## src/rtl/usb_cmd_defs.sv

```systemverilog
// Shared definitions for the USB control-word decoder: opcodes, pulse bits,
// status bit positions and the decoder state type.
package usb_cmd_defs;

  localparam logic [7:0] OP_REG_BASE = 8'hA0;
  localparam logic [7:0] OP_ACQ      = 8'hF0;
  localparam logic [7:0] OP_PULSE    = 8'hF1;
  localparam logic [7:0] OP_CLR      = 8'hF2;
  localparam logic [7:0] OP_BURST    = 8'hC0;

  localparam int unsigned PULSE_SC_LOAD  = 0;
  localparam int unsigned PULSE_CNT_RST  = 1;
  localparam int unsigned PULSE_PROBE_LD = 2;
  localparam int unsigned PULSE_RO_RST   = 3;

  localparam int unsigned STAT_ILLEGAL  = 0;
  localparam int unsigned STAT_OVERFLOW = 1;
  localparam int unsigned STAT_ZEROLEN  = 2;

  typedef enum logic {
    ST_IDLE,
    ST_BURST
  } state_e;

endpackage

```

## src/rtl/cmd_payload_fifo.sv

```systemverilog
// Synchronous FIFO with first-word fall-through head; pushes while full are
// accepted only when a pop frees a slot in the same cycle.
module cmd_payload_fifo #(
  parameter int unsigned WIDTH = 16,
  parameter int unsigned DEPTH = 4
) (
  input  logic             clk,
  input  logic             rst_n,
  input  logic             push,
  input  logic [WIDTH-1:0] din,
  input  logic             pop,
  output logic [WIDTH-1:0] dout,
  output logic             empty,
  output logic             full
);

  localparam int unsigned   AW       = (DEPTH > 1) ? $clog2(DEPTH) : 1;
  localparam logic [AW:0]   FULL_CNT = (AW+1)'(DEPTH);

  logic [WIDTH-1:0] mem_q [DEPTH];
  logic [WIDTH-1:0] mem_d [DEPTH];
  logic [AW-1:0]    wr_ptr_q, wr_ptr_d;
  logic [AW-1:0]    rd_ptr_q, rd_ptr_d;
  logic [AW:0]      count_q, count_d;
  logic             do_push, do_pop;

  assign empty = (count_q == '0);
  assign full  = (count_q == FULL_CNT);
  assign dout  = mem_q[rd_ptr_q];

  always_comb begin
    do_pop   = pop && !empty;
    do_push  = push && (!full || do_pop);
    mem_d    = mem_q;
    wr_ptr_d = wr_ptr_q;
    rd_ptr_d = rd_ptr_q;
    count_d  = count_q;
    if (do_push) begin
      mem_d[wr_ptr_q] = din;
      wr_ptr_d        = wr_ptr_q + 1'b1;
    end
    if (do_pop) begin
      rd_ptr_d = rd_ptr_q + 1'b1;
    end
    if (do_push && !do_pop) begin
      count_d = count_q + 1'b1;
    end else if (do_pop && !do_push) begin
      count_d = count_q - 1'b1;
    end
  end

  always_ff @(posedge clk or negedge rst_n) begin
    if (!rst_n) begin
      for (int unsigned i = 0; i < DEPTH; i++) begin
        mem_q[i] <= '0;
      end
      wr_ptr_q <= '0;
      rd_ptr_q <= '0;
      count_q  <= '0;
    end else begin
      mem_q    <= mem_d;
      wr_ptr_q <= wr_ptr_d;
      rd_ptr_q <= rd_ptr_d;
      count_q  <= count_d;
    end
  end

endmodule

```

## src/rtl/usb_command_decoder.sv

```systemverilog
// Decodes FX2 slave-FIFO control words into registers, acquisition level,
// command pulses and a buffered burst-payload stream.
module usb_command_decoder
  import usb_cmd_defs::*;
#(
  parameter int unsigned PAYLOAD_DEPTH = 4,
  parameter int unsigned NUM_REGS      = 16
) (
  input  logic                  Clk,
  input  logic                  rst_n,
  input  logic                  CmdWrEn,
  input  logic [15:0]           CmdWord,
  output logic [NUM_REGS*8-1:0] RegFile,
  output logic                  RegWrStrobe,
  output logic [3:0]            RegWrAddr,
  output logic                  AcqStartStop,
  output logic [7:0]            CmdPulse,
  output logic [15:0]           ParamData,
  output logic                  ParamValid,
  input  logic                  ParamReady,
  output logic                  BurstActive,
  output logic                  BurstDone,
  output logic [2:0]            Status
);

  state_e                state_q, state_d;
  logic [7:0]            rem_q, rem_d;
  logic [NUM_REGS*8-1:0] regs_q, regs_d;
  logic                  strobe_q, strobe_d;
  logic [3:0]            wr_addr_q, wr_addr_d;
  logic                  acq_q, acq_d;
  logic [7:0]            pulse_q, pulse_d;
  logic                  done_q, done_d;
  logic [2:0]            status_q, status_d;
  logic                  fifo_push, fifo_empty, fifo_full, fifo_ovf;
  logic                  reg_hit;
  logic [7:0]            op, data;

  assign op   = CmdWord[15:8];
  assign data = CmdWord[7:0];

  cmd_payload_fifo #(
    .WIDTH (16),
    .DEPTH (PAYLOAD_DEPTH)
  ) u_fifo (
    .clk   (Clk),
    .rst_n (rst_n),
    .push  (fifo_push),
    .din   (CmdWord),
    .pop   (ParamReady),
    .dout  (ParamData),
    .empty (fifo_empty),
    .full  (fifo_full)
  );

  // A pop in the same cycle frees the slot, so only a stalled full FIFO drops.
  assign fifo_ovf = fifo_push && fifo_full && !ParamReady;

  always_comb begin
    state_d   = state_q;
    rem_d     = rem_q;
    regs_d    = regs_q;
    strobe_d  = 1'b0;
    wr_addr_d = wr_addr_q;
    acq_d     = acq_q;
    pulse_d   = '0;
    done_d    = 1'b0;
    status_d  = status_q;
    fifo_push = 1'b0;
    reg_hit   = 1'b0;
    if (CmdWrEn) begin
      if (state_q == ST_BURST) begin
        fifo_push = 1'b1;
        rem_d     = rem_q - 8'd1;
        if (rem_q == 8'd1) begin
          done_d  = 1'b1;
          state_d = ST_IDLE;
        end
      end else if (op[7:4] == OP_REG_BASE[7:4]) begin
        for (int unsigned i = 0; i < NUM_REGS; i++) begin
          if (op[3:0] == 4'(i)) begin
            reg_hit          = 1'b1;
            regs_d[i*8 +: 8] = data;
          end
        end
        if (reg_hit) begin
          strobe_d  = 1'b1;
          wr_addr_d = op[3:0];
        end else begin
          status_d[STAT_ILLEGAL] = 1'b1;
        end
      end else begin
        case (op)
          OP_ACQ: begin
            if (data == 8'h01)      acq_d = 1'b1;
            else if (data == 8'h00) acq_d = 1'b0;
            else                    status_d[STAT_ILLEGAL] = 1'b1;
          end
          OP_PULSE: pulse_d  = data;
          OP_CLR:   status_d = '0;
          OP_BURST: begin
            if (data == 8'h00) begin
              status_d[STAT_ZEROLEN] = 1'b1;
            end else begin
              rem_d   = data;
              state_d = ST_BURST;
            end
          end
          default: status_d[STAT_ILLEGAL] = 1'b1;
        endcase
      end
    end
    if (fifo_ovf) status_d[STAT_OVERFLOW] = 1'b1;
  end

  always_ff @(posedge Clk or negedge rst_n) begin
    if (!rst_n) begin
      state_q   <= ST_IDLE;
      rem_q     <= '0;
      regs_q    <= '0;
      strobe_q  <= 1'b0;
      wr_addr_q <= '0;
      acq_q     <= 1'b0;
      pulse_q   <= '0;
      done_q    <= 1'b0;
      status_q  <= '0;
    end else begin
      state_q   <= state_d;
      rem_q     <= rem_d;
      regs_q    <= regs_d;
      strobe_q  <= strobe_d;
      wr_addr_q <= wr_addr_d;
      acq_q     <= acq_d;
      pulse_q   <= pulse_d;
      done_q    <= done_d;
      status_q  <= status_d;
    end
  end

  assign RegFile      = regs_q;
  assign RegWrStrobe  = strobe_q;
  assign RegWrAddr    = wr_addr_q;
  assign AcqStartStop = acq_q;
  assign CmdPulse     = pulse_q;
  assign ParamValid   = !fifo_empty;
  assign BurstActive  = (state_q == ST_BURST);
  assign BurstDone    = done_q;
  assign Status       = status_q;

endmodule

```

## config.mk

```make
export PLATFORM = sky130hd
export DESIGN_NAME = usb_command_decoder
export DESIGN_NICKNAME = d
export VERILOG_FILES = /design/src/rtl/usb_cmd_defs.sv /design/src/rtl/cmd_payload_fifo.sv /design/src/rtl/usb_command_decoder.sv
export SDC_FILE = /design/constraint.sdc
export NUM_CORES = 1
export LEC_CHECK = 0
export ABC_AREA = 1
export BUFFER_PORTS_ARGS = -buffer_cell sky130_fd_sc_hd__buf_2
export CAP_MARGIN = 20
export CELL_PAD_IN_SITES_DETAIL_PLACEMENT = 0
export CELL_PAD_IN_SITES_GLOBAL_PLACEMENT = 2
export CORE_MARGIN = 1.5
export CORE_UTILIZATION = 34
export DETAILED_ROUTE_END_ITERATION = 10
export PLACE_DENSITY = 0.91
export REMOVE_ABC_BUFFERS = 1
export SLEW_MARGIN = 20
export SYNTH_ARGS = -nofsm -noshare
export SYNTH_HDL_FRONTEND = slang
export SYNTH_SLANG_ARGS = --single-unit
```

## constraint.sdc

```tcl
create_clock -name Clk -period 2.85 [get_ports Clk]
set_input_delay 0.57 -clock Clk [delete_from_list [all_inputs] [get_ports Clk]]
set_output_delay 0.57 -clock Clk [all_outputs]
set_load 0.01 [all_outputs]
```

==> run summary <==
hold slack: 327 ps
critical path depth in cells: 4
I/O pin count: 184
crit path kind: register to output port
final setup TNS: 0 ps
post-synthesis sequential area ratio: 0.600
post-synthesis compound-gate area fraction: 0.166
total power: 10.6 mW
area occupied by multi-input gates: 3330 um2
setup ws final: 314 ps
mux contribution to synthesized area: 0.00119
CTS clk-pin slew, worst paths: 60 ps
Final setup viols: 0
Netlist cell types: 33
Slowest-stage cell, CP: inv_1
Max VDD drop: 0.378 mV
Design Area, Final: 11,700 um2
reg2reg path depth: 10
Syn Inst Count: 997
Yosys warning count: 0
number of global-route vias before repair: 7,309
Synth Area in Adders: 0.0114
Die W: 170 um
Avg Inst Size Synth: 9.46 um2
fin crit share: 0.890
worst-case clock buffer depth: 3
hold depth: 3
die area: 28,700 um2
Post-Place Cells: 1,523
Final Max Tran Viols: 0
outcome: completed
Num CTS Buffers: 26
total setup buffers inserted after CTS: 0
hold_sp: ParamReady
Cell Area, Synth: 9430 um2
normalized max-slew margin: 0.645
worst-margin pin slew: 531 ps
grt ovf: 0
Reg area: 5660 um2
Die Span Y: 170 um
dpl hpwl: 17.5 mm
CTS tree: built
drt drc: 0
WP data required: 2280 ps
final WL: 26.5 mm
largest family of logic cells by synthesized area: simple AND/OR/NAND/NOR gates
CP Max Fanout: 16
skew final: 29.7 ps
minimum clock period: 2540 ps
Core Area: 27,100 um2
H-tree Lvls: 1
DR vias: 7,350
Worst EP arrival: 1970 ps
Iteration-0 DRC Markers: 406
count of input and output buffers: 183
Area after DPL: 10,800 um2
Yosys reg bits: 226
post-synthesis simple-gate area fraction: 0.171
reg2reg start: BurstActive
xor-xnor portion of the synthesized cell area: 0.00371
fillers: 2,668
CTS-repair resized insts: 0
Worst setup EP type: output port
NumNets Final: 1,208
crit path launch: u_fifo.rd_ptr_q[1]
drt via density: 4.68
P per Cell Area: 901 nW/um2
CTS sink cnt: 226
Rows: 60
initial antenna violation count: 3
first-pass GRT wire length: 41.7 mm
Area Overhead vs Synth: 24.4%
clk_lat worst skew: 550 ps
worst path buffer plus inverter count: 2
final RePlAce weighted congestion: 0.765
share of layout cells above drive strength 1: 0.243
gr usage total: 0.187
Post-Route Utilization: 0.433
Antenna Violating Nets Remaining: 0
Avg WL per Cell: 16.9 um
critical path's largest stage delay: 400 ps
initial core utilization: 0.348
P_leak: 5.84 nW
Hold Path Class: input pin to register
pre-CTS setup slack: 518 ps
CP Launch Type: register
max_cap viols: 0
critical-path cell list: inv_1, o21ai_0, o22ai_1, buf_2
largest net degree at the start of global routing: 65
router iterations before antenna repair: 4
unrepaired setup endpoints after global routing: false
CP top delay family: buffers and inverters
Final Hold Viols: 0
f_max: 394 MHz
Final Non-Filler Cells: 1,571
clock root cell: clkbuf_16
[report_power, final]
group	switching [mW]	leakage (nW)	internal, mW
logic	1.67	2.46	1.12
registers	0.378	2.93	3.86
clock network	1.34	0.448	2.20
total	3.39	5.84	7.19
[per-layer routing]
metal	wire length, um	global-route usage	vias up
li1	-	-	3639
met1	12000	0.253	3518
met2	12300	0.305	158
met3	1780	0.0494	31
met4	366	0.0366	4
met5	22	0	-
[cells in the final DEF (no fill, tap or decap), drive strengths merged, types with 2 or more instances in the layout]
master | netlist | routed
a21oi | 4 | 4
nand3 | 24 | 24
o22ai | 16 | 16
nand4 | 3 | 3
o21a | 56 | 56
nor4 | 2 | 2
inv | 47 | 47
clkbuf | 37 | 39
clkinv | 2 | 5
nor3 | 10 | 10
nor2 | 64 | 64
ha | 7 | 7
nand2 | 286 | 286
xor2 | 3 | 3
dfrtp | 226 | 226
o21ai | 188 | 188
buf | 19 | 210
bufinv | 0 | 4
[cells by family (layout without fill, tap and decap cells)]
| family | Yosys count | in the layout |
|---|---|---|
| xor+xnor | 4 | 4 |
| simple gates | 389 | 389 |
| fa+ha+maj | 8 | 8 |
| other cells | 0 | 1 |
| compound gates | 264 | 264 |
| flops | 226 | 226 |
| mux | 1 | 1 |
| buf+inv | 105 | 306 |
[area by class of cell]
class,instances,area share
diodes,1,0.000213
clock buffers,39,0.0647
clock inverters,7,0.0137
inverters,49,0.0158
multi-input cells,666,0.284
flip-flops and latches,226,0.482
well taps,372,0.0397
repair buffers,211,0.100
[worst paths after layout]
| kind | slack (ps) | to |
|---|---|---|
| max in group asynchronous | 1510 | rem_q[2] |
| min | 330 | u_fifo.rd_ptr_q[0] |
| max | 310 | ParamData[10] |
| min reg2reg | 470 | RegFile[40] |
| max reg2reg | 700 | u_fifo.count_q[2] |
| min in group asynchronous | 570 | RegFile[87] |
[sequential cells by signal (all words and copies together) (netlist names), 2 cells and up]
register and cells:
u_fifo.rd_ptr_q 2, u_fifo.wr_ptr_q 2, RegWrAddr 4, Status 3, RegFile 128, CmdPulse 8
u_fifo.mem_q 64, u_fifo.count_q 3, rem_q 8
[synthesized netlist by cell type, drive strengths merged]
library cell / n / area [um2]
nor4: 2 / 12.5
xor2: 3 / 26.3
xnor2: 1 / 8.76
nand2: 286 / 1110
a21oi: 4 / 20.0
nand4: 3 / 18.8
o21ai: 188 / 1020
clkbuf: 37 / 139
dfrtp: 226 / 5660
mux2: 1 / 11.3
nand3: 24 / 133
o22ai: 16 / 100
o21a: 56 / 420
ha: 7 / 87.6
inv: 47 / 176
fa: 1 / 20.0
nor2: 64 / 260
buf: 19 / 125
clkinv: 2 / 8.75
nor3: 10 / 71.3
[worst min-delay path, cell delays in order]
cell and delay, ps:
buf_2 100, a21oi_1 60, nor2_1 80
[what timing repair did]
action                                  in CTS  in global routing
endpoints found under the setup margin       0                  0
hold endpoints to repair                    59                  0
hold buffers                                 1                  0
(Power assumes the default switching activity.)
